**src/rtl/bus_pkg.sv**
```systemverilog
// rtl/bus_pkg.sv - shared state, mode and lane-framing definitions for the serial system bus
package bus_pkg;

    localparam logic [2:0] ST_IDLE      = 3'd0;
    localparam logic [2:0] ST_SEL_RX    = 3'd1;
    localparam logic [2:0] ST_SEL_CHECK = 3'd2;
    localparam logic [2:0] ST_SELECTED  = 3'd3;
    localparam logic [2:0] ST_HDR_RX    = 3'd4;
    localparam logic [2:0] ST_DATA_RX   = 3'd5;

    typedef enum logic {
        MODE_WRITE = 1'b0,
        MODE_READ  = 1'b1
    } mode_t;

    localparam logic START_BIT = 1'b1;
    localparam logic STOP_BIT  = 1'b0;
    localparam int   BURST_OFS = 1;

endpackage

```
**src/rtl/serial_shift_rx.sv**
```systemverilog
// rtl/serial_shift_rx.sv - LSB-first serial bit collector with enable, clear and done
module serial_shift_rx #(
    parameter int WIDTH = 8
) (
    input  logic             clk,
    input  logic             reset_n,
    input  logic             clear,
    input  logic             en,
    input  logic             bit_in,
    output logic [WIDTH-1:0] word,
    output logic [WIDTH-1:0] word_next,
    output logic             last,
    output logic             done
);
    localparam int IW = $clog2(WIDTH + 1);

    logic [IW-1:0] idx;

    assign last = (idx == IW'(WIDTH - 1));
    assign done = en & last;

    // word_next includes the bit arriving this cycle so callers can act on a completed word without a cycle of lag
    always_comb begin
        word_next = word;
        for (int i = 0; i < WIDTH; i++) begin
            if (en && idx == IW'(i)) begin
                word_next[i] = bit_in;
            end
        end
    end

    always_ff @(posedge clk or negedge reset_n) begin
        if (!reset_n) begin
            idx  <= '0;
            word <= '0;
        end else if (clear) begin
            idx  <= '0;
            word <= '0;
        end else if (en) begin
            word <= word_next;
            idx  <= last ? '0 : idx + IW'(1);
        end
    end

endmodule

```
**src/rtl/slave_in.sv**
```systemverilog
// rtl/slave_in.sv - slave-side serial bus receiver issuing memory writes and read requests
module slave_in
    import bus_pkg::*;
#(
    parameter int                   SLAVE_LEN = 2,
    parameter int                   ADDR_LEN  = 12,
    parameter int                   DATA_LEN  = 8,
    parameter int                   BURST_LEN = 12,
    parameter logic [SLAVE_LEN-1:0] SLAVE_ID  = '0,
    parameter int                   TIMEOUT   = 12
) (
    input  logic                clk,
    input  logic                reset_n,
    input  logic                approval_grant,
    input  logic                rx_slave_select,
    input  logic                rx_address,
    input  logic                rx_burst_number,
    input  logic                rx_data,
    input  logic                master_valid,
    input  logic                write_en,
    input  logic                read_en,
    output logic                slave_ready,
    output logic                mem_wr_en,
    output logic [ADDR_LEN-1:0] mem_addr,
    output logic [DATA_LEN-1:0] mem_wdata,
    output logic                rd_req,
    output logic [ADDR_LEN-1:0] rd_addr,
    output logic                rx_done
);
    localparam int SEL_W = $clog2(SLAVE_LEN + 1);
    localparam int HC_W  = $clog2(BURST_LEN + 2);
    localparam int WT_W  = $clog2(TIMEOUT + 1);
    localparam logic [BURST_LEN:0] BEATS_ONE = {{BURST_LEN{1'b0}}, 1'b1};

    logic [2:0]           state;
    mode_t                mode;
    logic [SEL_W-1:0]     sel_cnt;
    logic [SLAVE_LEN-1:0] sel_sr;
    logic [WT_W-1:0]      wait_cnt;
    logic [HC_W-1:0]      hdr_cnt;
    logic [BURST_LEN:0]   beats_left;
    logic [ADDR_LEN-1:0]  beat_idx;

    logic                 lanes_clear, addr_en, burst_en, data_en;
    logic [ADDR_LEN-1:0]  addr_q, addr_next;
    logic [BURST_LEN-1:0] burst_q, burst_next;
    logic [DATA_LEN-1:0]  word_q, word_next;
    logic                 data_last, beat_done;
    logic                 unused_lane_flags;
    logic                 addr_last, addr_done, burst_last, burst_done;

    assign lanes_clear = (state == ST_IDLE);
    assign addr_en     = (state == ST_HDR_RX) && (hdr_cnt < HC_W'(ADDR_LEN));
    assign burst_en    = (state == ST_HDR_RX) && (hdr_cnt >= HC_W'(BURST_OFS));
    // During the header a finished word has nowhere to go yet, so collection stalls on its last bit
    assign data_en     = master_valid &&
                         ((state == ST_DATA_RX) || ((state == ST_HDR_RX) && !data_last));
    assign unused_lane_flags = &{1'b0, addr_last, addr_done, burst_last, burst_done, word_q, burst_q};

    serial_shift_rx #(.WIDTH(ADDR_LEN)) u_addr_rx (
        .clk(clk), .reset_n(reset_n), .clear(lanes_clear), .en(addr_en), .bit_in(rx_address),
        .word(addr_q), .word_next(addr_next), .last(addr_last), .done(addr_done)
    );

    serial_shift_rx #(.WIDTH(BURST_LEN)) u_burst_rx (
        .clk(clk), .reset_n(reset_n), .clear(lanes_clear), .en(burst_en), .bit_in(rx_burst_number),
        .word(burst_q), .word_next(burst_next), .last(burst_last), .done(burst_done)
    );

    serial_shift_rx #(.WIDTH(DATA_LEN)) u_data_rx (
        .clk(clk), .reset_n(reset_n), .clear(lanes_clear), .en(data_en), .bit_in(rx_data),
        .word(word_q), .word_next(word_next), .last(data_last), .done(beat_done)
    );

    always_ff @(posedge clk or negedge reset_n) begin
        if (!reset_n) begin
            state       <= ST_IDLE;
            mode        <= MODE_WRITE;
            sel_cnt     <= '0;
            sel_sr      <= '0;
            wait_cnt    <= '0;
            hdr_cnt     <= '0;
            beats_left  <= '0;
            beat_idx    <= '0;
            slave_ready <= 1'b0;
            mem_wr_en   <= 1'b0;
            mem_addr    <= '0;
            mem_wdata   <= '0;
            rd_req      <= 1'b0;
            rd_addr     <= '0;
            rx_done     <= 1'b0;
        end else begin
            mem_wr_en <= 1'b0;
            rd_req    <= 1'b0;
            rx_done   <= 1'b0;
            if (state != ST_IDLE && !approval_grant) begin
                state       <= ST_IDLE;
                slave_ready <= 1'b0;
            end else begin
                case (state)
                    ST_IDLE: begin
                        if (approval_grant && rx_slave_select == START_BIT) begin
                            state   <= ST_SEL_RX;
                            sel_cnt <= '0;
                        end
                    end
                    ST_SEL_RX: begin
                        for (int i = 0; i < SLAVE_LEN; i++) begin
                            if (sel_cnt == SEL_W'(i)) sel_sr[i] <= rx_slave_select;
                        end
                        sel_cnt <= sel_cnt + SEL_W'(1);
                        if (sel_cnt == SEL_W'(SLAVE_LEN - 1)) state <= ST_SEL_CHECK;
                    end
                    ST_SEL_CHECK: begin
                        if (rx_slave_select == STOP_BIT && sel_sr == SLAVE_ID) begin
                            state       <= ST_SELECTED;
                            slave_ready <= 1'b1;
                            wait_cnt    <= '0;
                        end else begin
                            state <= ST_IDLE;
                        end
                    end
                    ST_SELECTED: begin
                        if (write_en || read_en) begin
                            state   <= ST_HDR_RX;
                            mode    <= write_en ? MODE_WRITE : MODE_READ;
                            hdr_cnt <= '0;
                        end else if (wait_cnt == WT_W'(TIMEOUT - 1)) begin
                            state       <= ST_IDLE;
                            slave_ready <= 1'b0;
                        end else begin
                            wait_cnt <= wait_cnt + WT_W'(1);
                        end
                    end
                    ST_HDR_RX: begin
                        if (hdr_cnt == HC_W'(BURST_LEN)) begin
                            if (mode == MODE_READ) begin
                                rd_req      <= 1'b1;
                                rd_addr     <= addr_next;
                                rx_done     <= 1'b1;
                                state       <= ST_IDLE;
                                slave_ready <= 1'b0;
                            end else begin
                                state      <= ST_DATA_RX;
                                beat_idx   <= '0;
                                beats_left <= (burst_next == '0) ? BEATS_ONE : {1'b0, burst_next};
                            end
                        end else begin
                            hdr_cnt <= hdr_cnt + HC_W'(1);
                        end
                    end
                    ST_DATA_RX: begin
                        if (beat_done) begin
                            mem_wr_en  <= 1'b1;
                            mem_wdata  <= word_next;
                            mem_addr   <= addr_q + beat_idx;
                            beat_idx   <= beat_idx + ADDR_LEN'(1);
                            beats_left <= beats_left - BEATS_ONE;
                            if (beats_left == BEATS_ONE) begin
                                rx_done     <= 1'b1;
                                state       <= ST_IDLE;
                                slave_ready <= 1'b0;
                            end
                        end
                    end
                    default: state <= ST_IDLE;
                endcase
            end
        end
    end

endmodule

```
**config.mk**
```make
export PLATFORM = sky130hd
export DESIGN_NAME = slave_in
export DESIGN_NICKNAME = d
export VERILOG_FILES = /design/src/rtl/bus_pkg.sv /design/src/rtl/serial_shift_rx.sv /design/src/rtl/slave_in.sv
export SDC_FILE = /design/constraint.sdc
export NUM_CORES = 1
export LEC_CHECK = 0
export BUFFER_PORTS_ARGS = -buffer_cell sky130_fd_sc_hd__buf_2
export CORE_UTILIZATION = 60
export CTS_BUF_LIST = sky130_fd_sc_hd__clkbuf_8
export CTS_CLUSTER_DIAMETER = 120
export DETAILED_ROUTE_END_ITERATION = 16
export PLACE_DENSITY = 0.79
export SKIP_CTS_REPAIR_TIMING = 1
export SLEW_MARGIN = 15
export SYNTH_ARGS = -nofsm -noshare
export SYNTH_HDL_FRONTEND = slang
export SYNTH_HIERARCHICAL = 1
export SYNTH_SLANG_ARGS = --single-unit
```
**constraint.sdc**
```tcl
create_clock -name clk -period 8.28 [get_ports clk]
set_clock_uncertainty 0.1 [all_clocks]
set_input_delay 0 -clock clk [delete_from_list [all_inputs] [get_ports clk]]
set_output_delay 0 -clock clk [all_outputs]
set_load 0.01 [all_outputs]
```
==> results of run 1 <==
-- report_power, final --
group	total [mW]	internal [mW]	switching [mW]	leakage [nW]
Combinational	0.509	0.188	0.321	1.83
Sequential	0.756	0.662	0.0940	1.65
Clock	0.613	0.372	0.241	0.229
-- layer usage --
metal	track usage [%]	vias to the layer above
met5	0	-
met4	11.2	0
met3	5.45	32
met2	44.6	162
met1	37.1	2584
li1	-	2525
-- tightest hold or removal path, stage by stage --
cell and delay, ps:
buf_2 190, mux2_2 200, nand2_1 50, nand2_1 50
-- state kept, by name, summed over array words and instances (netlist names), 8 cells and up --
name / cells
mem_wdata: 8
rd_addr: 12
beats_left: 13
u_addr_rx/word: 12
u_data_rx/word: 8
beat_idx: 12
u_burst_rx/word: 12
mem_addr: 12
-- cells in the final DEF (no fill, tap or decap), types with 7 or more instances in the layout --
cell and instances:
and4bb_2 10, nand2b_1 17, mux2_4 11, nor2_1 46, nor2b_4 12, ha_1 32, nor3_1 13, nor2b_1 17
nand3_1 17, nand4b_1 19, xnor2_1 8, a21oi_1 29, mux2_2 23, xor2_1 17, inv_1 25, dlygate4sd3_1 7
a31oi_1 9, buf_2 44, nand2_1 97, clkbuf_8 19, o21ai_0 40, dfrtp_1 121, mux2i_1 13
-- per-stage QoR --
stage | cell area, sq um | std cells | hold slack, ps | util [%] | power (mW)
finish | 7730 | 887 | -24.0 | 69.8 | 1.88
floorplan | 6970 | 693 | -396 | - | 1.14
global placement | 7200 | 848 | -53.2 | 65.0 | 1.23
global route | 7730 | 887 | 13.9 | 69.8 | 1.98
CTS | 7660 | 880 | -530 | 69.1 | 1.87
detailed placement | 7200 | 848 | -46.1 | 65.0 | 1.26
-- worst min-delay path by stage --
stage | endpoint | slack [ps] | cells past startpoint
5_1_grt | rd_addr[4] | 10 | 4
2_1_floorplan | beat_idx[0] | -400 | 0
6_report | rd_addr[3] | -20 | 4
4_1_cts | u_burst_rx/word[4] | -530 | 1
3_3_place_gp | u_burst_rx/idx[3] | -50 | 1
3_5_place_dp | u_burst_rx/idx[3] | -50 | 1
-- layout make-up --
type,count,area share [%]
clock buffer,19,3.38
clock inverter,13,2.59
inverter,24,1.17
multi-input combinational,515,47.3
sequential,121,39.2
tap,140,2.27
timing repair buffer,55,4.14
==> impl_metrics.ini, run 1 <==
[timing]
final.setup.worst_slack_ps = 4340
hold_viol_final = 6
rsz0062_at_grt = no
period_minus_slack_ps = 3940
finalSetupViolCount = 0
drv_slew = 0
tns_ps = 0
fin_crit_sh_pct = 47.6
fin_hold_ws_ps = -24.0
worst_slew_pin_slew_ps = 1110
slew_headroom_pct = 25.7
max_freq_mhz = 254

[placed_design]
place_ws_ps = 3890
gp_congestion = 0.914
io_buffer_count = 45
dp_hpwl_microns = 10400

[floorplan]
initial_core_util_pct = 62.9
die_h_microns = 110
fp.coreArea_sq_mm = 0.0111
rows = 38
die_width_microns = 110
die_area_sq_mm = 0.0121
ioPinCount = 46

[detailed_routing]
route.detailed.drc = 0
routed-wl-met3_microns = 654
via_count = 5303
routed.top_layer = met4
met1_length_microns = 6890
wl_met2_microns = 7190
drtIter0Drc = 333
ant_nets = 0
wl_per_cell_microns = 17.0
routed_wl_microns = 15000
dr.pass1.iters = 5
via_per_inst = 5.98

[min_path]
min_path_type = in2reg
min_from = rx_address

[cts]
cts_tree = yes
path_clk_slew_ps = 70
clockRootBuffer = clkbuf_8
cts_buffer_depth = 2
cts.htree.levels = 4
clock_latency_ps = 450
clock_sinks = 121
cts_buffers = 17

[critical_path]
cpLargestDelayFamily = simple AND/OR/NAND/NOR gates
arrival_ps = 4220
cpMostUsedCell = inv_1
crit_start = state[0]
cp-start-kind = flop
crit_chain = nand3b_1 > o21ai_0 > and2_1 > nand4b_2 > inv_1 > nand3_2 > inv_1 > a32oi_1 > nand2_1
reg2regPathDepth = 9
critPathCaptureType = flop
r2r-start = state[0]
crit_cells = 9
cp.required_ps = 8560
r2r_end = beats_left[6]
path_class = reg2reg
crit_path_end = beats_left[6]
crit_slowest_cell = dfrtp_1
slowest_delay_ps = 660
cp_num_buf_inv = 2
path_max_fanout = 33
r2r_slack_ps = 4340

[power]
p_leak_nw = 3.71
ir_drop_mv = 0.176
power_density_mw_per_mm2 = 243

[outcome]
status = finished, violations left
violations = negative hold slack

[finish]
n_antenna_cell = 0
nets = 777
fillers = 776
multi_input_area_sq_mm = 0.00366
drive_gt1_share_pct = 19.7
synthToLayoutAreaGrowth_pct = 10.9
regArea_sq_mm = 0.00303

[synthesis]
syn_area_sq_mm = 0.00697
avgSynthCellArea_sq_um = 10.1
synth_nets = 736
ys_warn_count = 6
syn-instance-count = 693

[global_routing]
grt_start_max_net_pins = 76
grt_pass1_wl_microns = 25400
grt_pass1_vias = 5186
globalRouteOverflowTotal = 0
track_usage_pct = 27.8
antenna_found_initial = 0

[flow_run]
maxCapViolCount = 0
Note: power is estimated with default switching activity, not from simulation.
==> run 2: changes to the inputs <==
- CORE_UTILIZATION: 60 -> 57
- clock period: 8.28 -> 3.6 ns (I/O delays scaled with it)
==> run 2 against run 1 <==
The run still ends with negative hold slack left. First-iteration DRC count down 2.4%. Die area grew 5.2%. Setup slack worse by 3900 ps. Cell count up 1.5%. Clock power grew 88%. Cell area fell by 0.47%. Non-clock buffer count up 6. Register-to-register slack lost 3900 ps. Sequential power rose by 130%. Flip-flop and latch count unchanged. Critical path depth stayed put. Highest routed layer unchanged.
==> impl_metrics.ini, run 2 (synthesis results as in run 1) <==
[outcome]
status = finished, violations left
violations = negative hold slack

[timing]
tns_ps = 0
period_minus_slack_ps = 3180
slew_headroom_pct = 35.8
max_freq_mhz = 315
fin_hold_ws_ps = -2.03
rsz0062_at_grt = no
finalSetupViolCount = 0
worst_slew_pin_slew_ps = 963
fin_crit_sh_pct = 88.3
hold_viol_final = 2
drv_slew = 0

[power]
ir_drop_mv = 0.357
p_switching_mw = 1.53
p_seq_share_pct = 42.9
p_leak_nw = 3.68
p_int_mw = 2.53
power_density_mw_per_mm2 = 527
clock_power_share_pct = 28.3
switching_share_pct = 37.7
p_comb_share_pct = 28.9

[floorplan]
die_area_sq_mm = 0.0127
rows = 40
die_width_microns = 113
initial_core_util_pct = 58.3
die_h_microns = 113
ioPinCount = 46
fp.coreArea_sq_mm = 0.0120

[finish]
regMostFlops = beats_left
n_antenna_cell = 0
finalCoreUtilization_pct = 64.3
nets = 783
mostFrequentLayoutCells = dfrtp_1, nand2_1, nor2_1
layout_commonest_cell = dfrtp_1
synthToLayoutAreaGrowth_pct = 10.4
final_area_sq_mm = 0.00770
drive_gt1_share_pct = 20.2
largest_reg_flops = 13

[detailed_routing]
routed-wl-met3_microns = 841
routed.top_layer = met4
via_per_inst = 5.91
drtIter0Drc = 325
ant_nets = 0
route.detailed.drc = 0
wl_per_cell_microns = 16.6
via_count = 5320
routed_wl_microns = 14900
dr.pass1.iters = 5
wl_met2_microns = 7280
met1_length_microns = 6600

[critical_path]
cp.required_ps = 3880
crit_chain = or3b_1 > o21ai_0 > and2_1 > nand4b_2 > inv_1 > nand3_1 > inv_1 > a32oi_1 > nand2_1
slowest_delay_ps = 560
cp_num_buf_inv = 2
crit_slowest_cell = dfrtp_1
path_class = reg2reg
cp-start-kind = flop
path_max_fanout = 18
cpLargestDelayFamily = simple AND/OR/NAND/NOR gates
arrival_ps = 3460
cpMostUsedCell = inv_1
critPathCaptureType = flop

[placed_design]
dp_hpwl_microns = 10300
io_buffer_count = 45
place_area_sq_mm = 0.00724
gp_congestion = 0.873

[cts]
clock_sinks = 121
cts_tree = yes
cts_buffer_depth = 2
cts_buffers = 17
clock_latency_ps = 450
cts.htree.levels = 4
clockRootBuffer = clkbuf_8
path_clk_slew_ps = 70

[global_routing]
grt_pass1_wl_microns = 25200
grt_start_max_net_pins = 81
track_usage_pct = 25.3
globalRouteOverflowTotal = 0
antenna_found_initial = 0
grt_pass1_vias = 5180

[flow_run]
maxCapViolCount = 0

[min_path]
min_path_type = in2reg
==> run 2: changes by cell type in the layout (fill, tap and decap cells not counted) <==
cell,previous run,this run
nand3_2,1,0
clkbuf_8,19,18
buf_4,4,9
clkinv_4,1,4
inv_1,25,24
nand3_1,17,18
dlygate4sd3_1,7,8
inv_6,0,1
clkinvlp_4,3,5
bufinv_16,5,1
==> run 2: tightest hold or removal path, cell delays in order <==
cell,delay (ps)
buf_2,220
mux2_4,200
nand2_1,40
nand2_1,50
==> run 2: final timing paths <==
path	slack (ps)	cells after the start	endpoint	from
min in group asynchronous	150	2	mem_addr[9]	reset_n
setup reg to reg	420	9	beats_left[6]	state[0]
max in group asynchronous	2350	3	state[2]	reset_n
hold reg to reg	380	2	rd_addr[6]	rd_addr[6]
setup / recovery	420	9	beats_left[6]	state[0]
hold / removal	-2	4	rd_addr[5]	rx_address
==> run 2: through the flow <==
stage               total power [mW]  setup WS (ps)  hold slack [ps]  std cells
detailed placement              2.90            502              121        860
finish                          4.06            422            -2.03        900
floorplan                       2.63            109             -396        693
global placement                2.83            649             98.6        860
global route                    4.30            165             10.8        900
CTS                             4.04            472             -358        892
==> run 2: metal layers <==
layer / vias up / track usage, %
met2: 178 / 41.6
met1: 2593 / 32.9
met4: 0 / 8.89
met3: 21 / 5.72
li1: 2528 / -
met5: - / 0
==> run 2: cell type report <==
class	instances	area, sq um
fillers	914	4270
flip-flops and latches	121	3030
well taps	147	184
multi-input cells	515	3650
clock buffers	18	248
repair buffers	61	368
inverters	24	90.1
clock inverters	14	126
==> run 2: power by group through the flow <==
| stage | registers (mW) | clock network [mW] | logic (mW) |
|---|---|---|---|
| after global placement | 1.74 | 0 | 1.10 |
| after floorplan | 1.68 | 0 | 0.951 |
| after CTS | 1.73 | 1.16 | 1.15 |
| after detailed placement | 1.76 | 0 | 1.15 |
| final | 1.74 | 1.15 | 1.17 |
| after global routing | 1.77 | 1.23 | 1.30 |
